==> config.mk <==
export PLATFORM = sky130hd
export DESIGN_NAME = svc_axi_arbiter_rd_mo
export DESIGN_NICKNAME = d
export VERILOG_FILES = /design/src/rtl/svc_axi_arbiter_rd_mo.sv
export SDC_FILE = /design/constraint.sdc
export NUM_CORES = 1
export LEC_CHECK = 0
export ABC_AREA = 1
export BUFFER_PORTS_ARGS = -buffer_cell sky130_fd_sc_hd__buf_2
export CAP_MARGIN = 20
export CORE_ASPECT_RATIO = 0.8
export CORE_UTILIZATION = 40
export DETAILED_ROUTE_END_ITERATION = 8
export GPL_TIMING_DRIVEN = 1
export PLACE_DENSITY = 0.81
export SETUP_SLACK_MARGIN = 0.4
export SKIP_LAST_GASP = 1
export SLEW_MARGIN = 40
export SYNTH_ARGS = -nofsm -noshare
export SYNTH_HDL_FRONTEND = slang
export SYNTH_SLANG_ARGS = --single-unit
==> constraint.sdc <==
create_clock -name clk -period 2.1 [get_ports clk]
set_clock_uncertainty 0.15 [all_clocks]
set_input_delay 0.105 -clock clk [delete_from_list [all_inputs] [get_ports clk]]
set_output_delay 0.105 -clock clk [all_outputs]
set_load 0.1 [all_outputs]
==> src/rtl/svc_axi_arbiter_rd_mo.sv <==
// AXI read-channel arbiter: NUM_M managers share one downstream port.
// AR is arbitrated (round-robin or fixed priority) into a one-deep register slice,
// with the manager index prepended to the ID. R is routed back combinationally by
// the ID MSBs. A per-manager counter caps bursts that have been accepted but not completed.
module svc_axi_arbiter_rd_mo #(
   parameter int NUM_M           = 2,
   parameter int AXI_ADDR_WIDTH  = 8,
   parameter int AXI_DATA_WIDTH  = 16,
   parameter int AXI_ID_WIDTH    = 4,
   parameter int M_AXI_ID_WIDTH  = AXI_ID_WIDTH + $clog2(NUM_M),
   parameter int MAX_OUTSTANDING = 4,
   parameter int ARB_MODE        = 0
) (
   input  logic                               clk,
   input  logic                               rst_n,

   input  logic [NUM_M-1:0]                   s_axi_arvalid,
   input  logic [NUM_M*AXI_ID_WIDTH-1:0]      s_axi_arid,
   input  logic [NUM_M*AXI_ADDR_WIDTH-1:0]    s_axi_araddr,
   input  logic [NUM_M*8-1:0]                 s_axi_arlen,
   input  logic [NUM_M*3-1:0]                 s_axi_arsize,
   input  logic [NUM_M*2-1:0]                 s_axi_arburst,
   output logic [NUM_M-1:0]                   s_axi_arready,

   output logic [NUM_M-1:0]                   s_axi_rvalid,
   output logic [NUM_M*AXI_ID_WIDTH-1:0]      s_axi_rid,
   output logic [NUM_M*AXI_DATA_WIDTH-1:0]    s_axi_rdata,
   output logic [NUM_M*2-1:0]                 s_axi_rresp,
   output logic [NUM_M-1:0]                   s_axi_rlast,
   input  logic [NUM_M-1:0]                   s_axi_rready,

   output logic                               m_axi_arvalid,
   output logic [M_AXI_ID_WIDTH-1:0]          m_axi_arid,
   output logic [AXI_ADDR_WIDTH-1:0]          m_axi_araddr,
   output logic [7:0]                         m_axi_arlen,
   output logic [2:0]                         m_axi_arsize,
   output logic [1:0]                         m_axi_arburst,
   input  logic                               m_axi_arready,

   input  logic                               m_axi_rvalid,
   input  logic [M_AXI_ID_WIDTH-1:0]          m_axi_rid,
   input  logic [AXI_DATA_WIDTH-1:0]          m_axi_rdata,
   input  logic [1:0]                         m_axi_rresp,
   input  logic                               m_axi_rlast,
   output logic                               m_axi_rready
);

   localparam int PW    = $clog2(NUM_M);
   localparam int CW    = $clog2(MAX_OUTSTANDING + 1);
   localparam int IDX_W = M_AXI_ID_WIDTH - AXI_ID_WIDTH;

   localparam logic [PW:0]   NUM_M_EXT = (PW+1)'(NUM_M);
   localparam logic [PW-1:0] LAST_IDX  = PW'(NUM_M - 1);
   localparam logic [CW-1:0] MAX_OUT   = CW'(MAX_OUTSTANDING);

   logic [NUM_M-1:0]          w_elig;
   logic [NUM_M-1:0]          w_gnt_oh;
   logic [NUM_M-1:0]          w_r_done;
   logic                      w_slot;
   logic                      w_found;
   logic                      w_grant;
   logic [PW-1:0]             w_gnt_idx;
   logic [PW:0]               w_cand_ext;
   logic [PW-1:0]             w_cand;
   logic [IDX_W-1:0]          w_r_idx;

   logic [AXI_ID_WIDTH-1:0]   w_sel_id;
   logic [AXI_ADDR_WIDTH-1:0] w_sel_addr;
   logic [7:0]                w_sel_len;
   logic [2:0]                w_sel_size;
   logic [1:0]                w_sel_burst;

   logic [CW-1:0]             r_out [NUM_M];
   logic [PW-1:0]             r_ptr;
   logic                      r_arvalid;
   logic [M_AXI_ID_WIDTH-1:0] r_arid;
   logic [AXI_ADDR_WIDTH-1:0] r_araddr;
   logic [7:0]                r_arlen;
   logic [2:0]                r_arsize;
   logic [1:0]                r_arburst;

   // A manager may compete only while below its outstanding-burst cap.
   always_comb begin
      w_elig = '0;
      for (int i = 0; i < NUM_M; i++) begin
         w_elig[i] = s_axi_arvalid[i] && (r_out[i] < MAX_OUT);
      end
   end

   // Pick the first eligible manager, starting at the pointer (RR) or at index 0 (fixed).
   always_comb begin
      w_found    = 1'b0;
      w_gnt_idx  = '0;
      w_cand_ext = '0;
      w_cand     = '0;
      for (int k = 0; k < NUM_M; k++) begin
         if (ARB_MODE == 1) begin
            w_cand_ext = (PW+1)'(k);
         end else begin
            w_cand_ext = {1'b0, r_ptr} + (PW+1)'(k);
            if (w_cand_ext >= NUM_M_EXT) w_cand_ext = w_cand_ext - NUM_M_EXT;
         end
         w_cand = w_cand_ext[PW-1:0];
         if (!w_found && w_elig[w_cand]) begin
            w_found   = 1'b1;
            w_gnt_idx = w_cand;
         end
      end
   end

   // The slice accepts when empty or draining this cycle; reset blocks any grant.
   assign w_slot  = !r_arvalid || m_axi_arready;
   assign w_grant = rst_n && w_slot && w_found;

   // One-hot grant and payload mux of the winning manager.
   always_comb begin
      w_gnt_oh    = '0;
      w_sel_id    = '0;
      w_sel_addr  = '0;
      w_sel_len   = '0;
      w_sel_size  = '0;
      w_sel_burst = '0;
      for (int i = 0; i < NUM_M; i++) begin
         w_gnt_oh[i] = w_grant && (w_gnt_idx == PW'(i));
         if (w_gnt_oh[i]) begin
            w_sel_id    = s_axi_arid[i*AXI_ID_WIDTH +: AXI_ID_WIDTH];
            w_sel_addr  = s_axi_araddr[i*AXI_ADDR_WIDTH +: AXI_ADDR_WIDTH];
            w_sel_len   = s_axi_arlen[i*8 +: 8];
            w_sel_size  = s_axi_arsize[i*3 +: 3];
            w_sel_burst = s_axi_arburst[i*2 +: 2];
         end
      end
   end

   assign s_axi_arready = w_gnt_oh;

   // AR register slice: load on grant, hold until the downstream handshake.
   always_ff @(posedge clk or negedge rst_n) begin
      if (!rst_n) begin
         r_arvalid <= 1'b0;
         r_arid    <= '0;
         r_araddr  <= '0;
         r_arlen   <= '0;
         r_arsize  <= '0;
         r_arburst <= '0;
      end else if (w_grant) begin
         r_arvalid <= 1'b1;
         r_arid    <= {IDX_W'(w_gnt_idx), w_sel_id};
         r_araddr  <= w_sel_addr;
         r_arlen   <= w_sel_len;
         r_arsize  <= w_sel_size;
         r_arburst <= w_sel_burst;
      end else if (m_axi_arready) begin
         r_arvalid <= 1'b0;
      end
   end

   assign m_axi_arvalid = r_arvalid;
   assign m_axi_arid    = r_arid;
   assign m_axi_araddr  = r_araddr;
   assign m_axi_arlen   = r_arlen;
   assign m_axi_arsize  = r_arsize;
   assign m_axi_arburst = r_arburst;

   // Round-robin pointer moves just past the last winner.
   always_ff @(posedge clk or negedge rst_n) begin
      if (!rst_n) begin
         r_ptr <= '0;
      end else if (w_grant) begin
         r_ptr <= (w_gnt_idx == LAST_IDX) ? '0 : w_gnt_idx + 1'b1;
      end
   end

   // R routing by ID MSBs; an index with no manager behind it is sunk (rready held high).
   assign w_r_idx = m_axi_rid[M_AXI_ID_WIDTH-1 -: IDX_W];

   always_comb begin
      s_axi_rvalid = '0;
      m_axi_rready = 1'b1;
      for (int i = 0; i < NUM_M; i++) begin
         if (w_r_idx == IDX_W'(i)) begin
            s_axi_rvalid[i] = m_axi_rvalid;
            m_axi_rready    = s_axi_rready[i];
         end
      end
   end

   assign s_axi_rid   = {NUM_M{m_axi_rid[AXI_ID_WIDTH-1:0]}};
   assign s_axi_rdata = {NUM_M{m_axi_rdata}};
   assign s_axi_rresp = {NUM_M{m_axi_rresp}};
   assign s_axi_rlast = {NUM_M{m_axi_rlast}};

   // Final beat of a burst delivered to manager i.
   always_comb begin
      w_r_done = '0;
      for (int i = 0; i < NUM_M; i++) begin
         w_r_done[i] = s_axi_rvalid[i] && s_axi_rready[i] && m_axi_rlast;
      end
   end

   // Outstanding counters: +1 on AR grant, -1 on last R beat, unchanged when both coincide.
   always_ff @(posedge clk or negedge rst_n) begin
      if (!rst_n) begin
         for (int i = 0; i < NUM_M; i++) r_out[i] <= '0;
      end else begin
         for (int i = 0; i < NUM_M; i++) begin
            case ({w_gnt_oh[i], w_r_done[i]})
               2'b10: r_out[i] <= r_out[i] + 1'b1;
               2'b01: if (r_out[i] != '0) r_out[i] <= r_out[i] - 1'b1;
               default: ;
            endcase
         end
      end
   end

endmodule

Yosys cells after proc, flatten, opt, wreduce, memory -nomap -nowiden
Index checks and enable logic that the tools add are counted.
W data, S select, Z words.
{"block": "word_totals", "ff_bits": 34, "in_bits": 82, "output_inout_bits": 78, "elab_cells": 81}
{"block": "op_classes", "add_sub_neg": 8, "bitwise_logic": 1, "muxes": 30, "reduce_logical": 21, "n_lt_le_gt_ge": 6, "n_eq_ne": 6}
{"cell": "$mux W8", "count": 4}
{"cell": "$mux W1", "count": 16}
{"cell": "$mux W3", "count": 4}
{"cell": "$pmux W3 S2", "count": 2}
{"cell": "$logic_and A1 B1 Y1", "count": 11}
{"cell": "$mux W4", "count": 2}
{"cell": "$add A3 B1 Y3 const B", "count": 2}
{"cell": "$lt A3 B3 Y1 const B", "count": 2}
{"cell": "$reduce_bool A2 Y1", "count": 3}
{"cell": "$reduce_bool A3 Y1", "count": 2}
{"cell": "$sub A3 B1 Y3 const B", "count": 2}
{"cell": "$eq A2 B1 Y1 const B", "count": 2}
{"cell": "$eq A2 B2 Y1 const B", "count": 2}
{"cell": "$lt A1 B2 Y1 const B", "count": 2}
{"cell": "$mux W2", "count": 2}
{"cell": "$ne A2 B2 Y1 const B", "count": 2}
{"cell": "$reduce_and A2 Y1", "count": 2}
{"cell": "$add A1 B1 Y2 const B", "count": 1}
{"cell": "$ge A1 B2 Y1 const B", "count": 1}
{"cell": "$ge A2 B2 Y1 const B", "count": 1}
{"cell": "$logic_not A1 Y1", "count": 2}
{"cell": "$sub A1 B1 Y1 const B", "count": 2}
{"cell": "$add A1 B1 Y1 const B", "count": 1}
{"cell": "$logic_or A1 B1 Y1", "count": 1}
{"cell": "$not A1 Y1", "count": 1}

Depth between registers and ports, before layout
Gate-level depths: netlist (run 1).
{"block": "logic_depth", "ltp_word": 13, "ltp_mapped": 15, "ltp_nobuf": 15}

Least setup slack after synthesis (run 1)
No wires, ideal clock.
{"block": "synth_timing", "path_type": "input port to output port", "startpoint": "in s_axi_rready[0]", "endpoint": "out m_axi_rready", "required_ns": 1.845, "n_path_buf": 0, "arrival_ns": 2.239, "cell_stages": 2, "slack_ns": -0.394, "path_cell_list": "inv_1 -> o21ai_0"}
{"block": "synth_via", "elab_chain_len": 1}
{"item": "from (decl)", "line_no": "30", "source": "input logic [NUM_M-1:0] s_axi_rready,"}
{"item": "$mux W1", "line_no": "181", "source": "if (w_r_idx == IDX_W'(i)) begin"}
{"item": "to (decl)", "line_no": "45", "source": "output logic m_axi_rready"}
No other way between the ends.

Worst setup path after layout (run 1)
{"block": "layout_timing", "startpoint": "reg r_arvalid (netlist: m_axi_arvalid)", "endpoint": "reg r_out[2] (netlist bit)"}
{"block": "layout_via", "elab_chain_len": 8, "word_cells_on_any_way": 11, "classes_between": "eq/ne (3); mux (1); reduce/logical (7)"}
{"item": "from (decl)", "line_no": "75", "source": "logic r_arvalid;"}
{"item": "from (signal assigned)", "line_no": "140", "source": "r_arvalid <= 1'b0;"}
{"item": "from (signal assigned)", "line_no": "147", "source": "r_arvalid <= 1'b1;"}
{"item": "from (signal assigned)", "line_no": "154", "source": "r_arvalid <= 1'b0;"}
{"item": "$logic_not A1 Y1 *", "line_no": "112", "source": "assign w_slot = !r_arvalid || m_axi_arready;"}
{"item": "$logic_or A1 B1 Y1 *", "line_no": "112"}
{"item": "$logic_and A1 B1 Y1 * (2 in a row)", "line_no": "113", "source": "assign w_grant = rst_n && w_slot && w_found;"}
{"item": "$logic_and A1 B1 Y1 *", "line_no": "124", "source": "w_gnt_oh[i] = w_grant && (w_gnt_idx == PW'(i));"}
{"item": "$eq A2 B1 Y1 or $eq A2 B2 Y1 (tied branches)", "line_no": "207", "source": "case ({w_gnt_oh[i], w_r_done[i]})"}
{"item": "$ne A2 B2 Y1 (no line) or $reduce_bool A2 Y1 (tied branches)"}
{"item": "$reduce_and A2 Y1 (no line)"}
{"item": "to (signal, indexed assignment)", "line_no": "208", "source": "2'b10: r_out[i] <= r_out[i] + 1'b1;"}
{"item": "to (decl)", "line_no": "73", "source": "logic [CW-1:0] r_out [NUM_M];"}
Mark *: on every way between the ends. The rest lies on a longest branch, timed or not.
A chain may end at the register's enable or synchronous reset.

==> results of run 1 <==
[per-stage QoR]
stage,power (uW),area (um2)
detailed placement,4190,2290
CTS,4880,3000
finish,5030,3170
global route,5270,3170
global placement,4140,2290
floorplan,4070,2080
[per-layer routing]
layer  global-route usage  vias up  share of wire
met5                    0        -              0
met4               0.0877        0          0.013
met3               0.0703       11          0.084
met2                0.427      107           0.53
met1                0.215      994           0.37
li1                     -      998              -
[logic make-up (layout without fill, tap and decap cells)]
kind of cell	after synthesis	count (layout)	share of synthesized area
simple gates	141	141	0.300
buf+inv	69	186	0.222
flops	34	34	0.413
compound gates	10	10	0.0401
xor+xnor	3	3	0.0128
fa+ha+maj	2	2	0.0121
[power groups by stage]
| stage | Clock, uW | Sequential, uW | Combinational [uW] |
|---|---|---|---|
| detailed placement | 0 | 1160 | 3030 |
| CTS | 511 | 1160 | 3210 |
| floorplan | 0 | 2930 | 1140 |
| global placement | 0 | 1150 | 2990 |
| finish | 492 | 1170 | 3370 |
| global route | 535 | 1200 | 3540 |
[registers in the layout (all words and copies together), names as in the netlist]
register       flops
m_axi_arid         5
m_axi_arlen        8
r_ptr              1
m_axi_arsize       3
r_out              6
m_axi_arvalid      1
m_axi_araddr       8
m_axi_arburst      2
[final cells by class]
cell class	instances	share of cell area
Clock buffer	7	0.0272
Clock inverter	1	0.00158
Inverter	16	0.0229
Multi-Input combinational cell	156	0.277
Sequential cell	34	0.269
Tap cell	60	0.0237
Timing Repair Buffer	161	0.376
Timing Repair inverter	1	0.00276
[worst min-delay path by stage]
stage / start / to / cells after the start
final: m_axi_rdata[8] / s_axi_rdata[8] / 0
after global routing: m_axi_rid[2] / s_axi_rid[6] / 0
after CTS: m_axi_rdata[10] / s_axi_rdata[10] / 0
after detailed placement: rst_n / m_axi_arburst[1] / 2
after global placement: rst_n / m_axi_arsize[2] / 2
after floorplan: rst_n / m_axi_araddr[0] / 0
[cell usage in the layout (no fill, tap or decap), types with 2 or more instances in the layout]
| master | instances |
|---|---|
| buf_2 | 91 |
| nand2_1 | 88 |
| dlygate4sd3_1 | 52 |
| dfrtp_1 | 33 |
| nand3_1 | 19 |
| nand2_4 | 11 |
| inv_1 | 10 |
| buf_4 | 10 |
| nand3_2 | 9 |
| nand2_2 | 6 |
| clkbuf_8 | 6 |
| inv_2 | 5 |
| nor2_1 | 4 |
| o21ai_1 | 4 |
| buf_12 | 4 |
| xor2_1 | 3 |
| a22oi_1 | 3 |
| buf_6 | 2 |
[worst max-delay path: stages, from the launching register on]
cell	delay [ps]
dfrtp_4	490
a21oi_4	190
nand2_2	100
nor2_4	140
o21ai_1	90
nand2_1	90
inv_2	50
ha_4	140
inv_2	50
nand2_1	50
nand2_1	70
nand2_1	50
nand2_1	50
nand2_1	50
[timing repair]
| action | CTS | global route |
|---|---|---|
| cloned | 1 | 1 |
| hold endpoints to repair | 60 | 0 |
| hold buffers | 52 | 0 |
| setup endpoints to repair | 7 | 16 |
| buffers inserted | 8 | 3 |
| resized for setup | 10 | 31 |
| pin swaps | 3 | 2 |
==> impl_metrics.ini, run 1 <==
[logic_synthesis]
syn_nets = 343
synth_cell_types = 21
synth_common_cells = nand2_1 (98), buf_4 (51), dfrtp_1 (34)
seq_area_frac_synth = 0.413
ys_ff_latch = 34
synth_area_leader_cell = dfrtp_1
yosysTopAreaCellShare = 0.413
synth-edff-count = 0
postSynthAreaPerCell_um2 = 7.95
synth_flop_cell = dfrtp_1
yosys-top-cells-area = dfrtp_1 (41%), buf_4 (19%), nand2_1 (18%)
synth_area_um2 = 2060
yosysMostFrequentCell = nand2_1
async_reset_ff_frac = 1.00
syn_inst = 259
ys_warn_count = 0

[sta]
setup_viol = 0
hold_viol = 0
fin_crit_ps = 1870
rsz0062_at_grt = true
period_share = 0.892
fmax_ghz = 0.534
tns_ps = 0
slew_headroom = 0.669
finalMaxSlewViolations = 0
fin_ws_ps = 228
holdWs_ps = 60.1
worst_slew_pin_slew_ps = 500

[power_and_ir_drop]
clock_power_share = 0.098
swShare = 0.608
p_leak_uw = 0.00172
cellPowerDensity_nw_per_um2 = 1580
power_frac_seq = 0.232
ir_drop_uv = 1100
comb_power_share = 0.670
power.internal_uw = 1970
switching_power_uw = 3060

[setup_path]
rrSetupSlack_ps = 230
crit_fanout = 3
r2r-end = r_out[2]
crit_start = m_axi_arvalid
r2r_cells = 13
path_class = flip-flop to flip-flop
cp_data_arrival_time_ps = 1900
r2r-start = m_axi_arvalid
required_ps = 2120
critPathLaunchType = flip-flop
critPathCapture = r_out[2]
end_kind = flip-flop

[drt]
num_vias = 2110
drtIter0Drc = 62
antenna_left = 0
wire_per_inst_um = 14.7
drcViolationCount = 0
viasPerCell = 4.84
firstDrtPassIters = 4
wl_um = 6410

[finish]
areaGrowthSynthToFinish_pct = 54.1
final_layout_size_suffix_gt1_frac = 0.412
num_antenna_cells = 0
finalNonFillerCells = 436
regArea_um2 = 855
fillers = 362
multi_input_area_um2 = 878
final_util = 0.667
fin_nets = 459

[run_status]
status = completed

[grt]
grt_pass1_wl_um = 8920
grt_overflow = 0
track_usage = 0.222
first_global_vias = 2101
antenna_found_initial = 0
grt_max_degree = 35

[cts]
clock-sinks = 34
clk_latency_ps = 280
tritoncts = yes
cts_buffers = 5
clkTransAtPathRegs_ps = 70
root_buffer = clkbuf_8
clockBufferDepth = 2
cts_max_level = 2

[floorplanning]
start_util = 0.432
die_h_um = 66.2
rows = 22
die_x_um = 82.2
num_io_pins = 160
dieArea_um2 = 5440
fp.coreArea_um2 = 4760

[placed_design]
routabilityCongestion = 0.856
dp.cells = 363
dp_hpwl_um = 3230
io_buffers = 93
dp_slack_ps = 189

[worst_hold_path]
hold_path_class = input pin to output pin

[run]
drv_cap = 0
No activity file was read; power rests on OpenSTA's default activity.
==> run 2, diff against run 1 <==
--- a/config.mk
+++ b/config.mk
@@ -13,7 +13,7 @@
 export DETAILED_ROUTE_END_ITERATION = 8
 export GPL_TIMING_DRIVEN = 1
 export PLACE_DENSITY = 0.81
-export SETUP_SLACK_MARGIN = 0.4
+export SETUP_SLACK_MARGIN = 0.2
 export SKIP_LAST_GASP = 1
 export SLEW_MARGIN = 40
 export SYNTH_ARGS = -nofsm -noshare
==> impl_metrics.ini, run 2 (synthesis results as in run 1) <==
[run_status]
status = completed

[sta]
period_share = 0.905
tns_ps = 0
slew_headroom = 0.654
holdWs_ps = 60.1
finalMaxSlewViolations = 0
worst_slew_pin_slew_ps = 514
setup_viol = 0
fmax_ghz = 0.526
fin_crit_ps = 1900
rsz0062_at_grt = true
hold_viol = 0

[cts]
clk_latency_ps = 280
clock-sinks = 34
cts_buffers = 5
tritoncts = yes
root_buffer = clkbuf_8
cts_max_level = 2
clkTransAtPathRegs_ps = 70
clockBufferDepth = 2

[setup_path]
crit_fanout = 27
end_kind = output pin
path_class = flip-flop to output pin
required_ps = 1850
critPathLaunchType = flip-flop
r2r_cells = 13
cp_data_arrival_time_ps = 1640

[drt]
firstDrtPassIters = 4
num_vias = 2011
drtIter0Drc = 80
antenna_left = 0
drcViolationCount = 0
viasPerCell = 4.61
wl_um = 5980
wire_per_inst_um = 13.7

[power_and_ir_drop]
ir_drop_uv = 1240
swShare = 0.581
clock_power_share = 0.142
switching_power_uw = 2980
power.internal_uw = 2160
cellPowerDensity_nw_per_um2 = 1670
p_leak_uw = 0.00163
comb_power_share = 0.632
power_frac_seq = 0.226

[floorplanning]
die_h_um = 66.2
start_util = 0.432
fp.coreArea_um2 = 4760
num_io_pins = 160
dieArea_um2 = 5440
rows = 22
die_x_um = 82.2

[grt]
grt_max_degree = 35
grt_pass1_wl_um = 8730
use_met2 = 0.408
first_global_vias = 2018
grt_use_met3 = 0.0676
grt_overflow = 0
busiest_layer = met2
track_usage = 0.219
met1_usage = 0.219
antenna_found_initial = 0

[finish]
layout_commonest_cell = nand2_1
fillers = 377
final_util = 0.647
fin_nets = 459
layout_common_cells = nand2_1 (96), buf_2 (91), dlygate4sd3_1 (52)
num_antenna_cells = 0
final_layout_size_suffix_gt1_frac = 0.378
areaGrowthSynthToFinish_pct = 49.7

[placed_design]
routabilityCongestion = 0.735
dp_hpwl_um = 3350
io_buffers = 93

[worst_hold_path]
hold_path_class = input pin to output pin
hold_depth = 0

[run]
drv_cap = 0
## run 2: cell types whose count changed in the layout (fill, tap and decap cells not counted), moves of 2 or more
cell / before / now
buf_4: 10 / 16
buf_6: 2 / 0
bufinv_16: 0 / 2
ha_2: 0 / 2
nand2_1: 88 / 96
nand2_4: 11 / 3
nand3_1: 19 / 27
nand3_2: 9 / 1
o21ai_0: 0 / 2
o21ai_1: 4 / 1
## run 2: timing repair
| action | in CTS | in global routing |
|---|---|---|
| resized for setup | 5 | 11 |
| buffers inserted | 6 | 7 |
| setup endpoints to repair | 4 | 6 |
| hold endpoints to repair | 60 | 0 |
| hold buffers | 52 | 0 |
| pin swaps | 4 | 8 |
## run 2: routing by layer
metal / part of all wire / vias up
met5: 0 / -
met3: 0.070 / 13
met2: 0.52 / 96
met4: 0.018 / 0
li1: - / 995
met1: 0.39 / 907
## run 2: final cells by class
| type | count | area [um2] | share of cell area |
|---|---|---|---|
| well taps | 60 | 75.1 | 0.0244 |
| repair buffers | 162 | 1160 | 0.375 |
| multi-input cells | 156 | 782 | 0.254 |
| clock buffers | 6 | 82.6 | 0.0268 |
| flip-flops and latches | 34 | 855 | 0.277 |
| clock inverters | 2 | 60.1 | 0.0195 |
| inverters | 16 | 72.6 | 0.0235 |
## run 2: final timing paths
check,startpoint,slack [ps],endpoint
worst min register to register,m_axi_arlen[6],340,m_axi_arlen[6]
max in group asynchronous,rst_n,1170,m_axi_arvalid
worst max register to register,m_axi_arvalid,220,r_out[2]
min in group asynchronous,rst_n,280,r_out[5]
worst min-delay path,m_axi_rdata[8],60,s_axi_rdata[8]
worst max-delay path,m_axi_arvalid,200,s_axi_arready[1]
## run 2: power by group through the flow
stage	sequential (uW)	combinational [uW]	clock (uW)
final	1160	3250	728
after global routing	1190	3410	784
after CTS	1150	3130	749
after detailed placement	1160	3010	0
after global placement	1150	2970	0
after floorplan	2920	1120	0
## run 2: stage by stage
step	setup slack [ps]	cells	instance area, um2	power, uW
floorplan	127	259	2070	4040
global placement	269	363	2270	4120
detailed placement	180	363	2270	4170
CTS	200	429	2990	5030
global route	107	436	3080	5390
finish	200	436	3080	5140
## run 2: worst max-delay path, cell delays in order (launching register included)
cell and delay [ps]:
dfrtp_4 490, a21oi_4 220, nand2_2 110, nor2_4 160, buf_12 190, buf_12 190
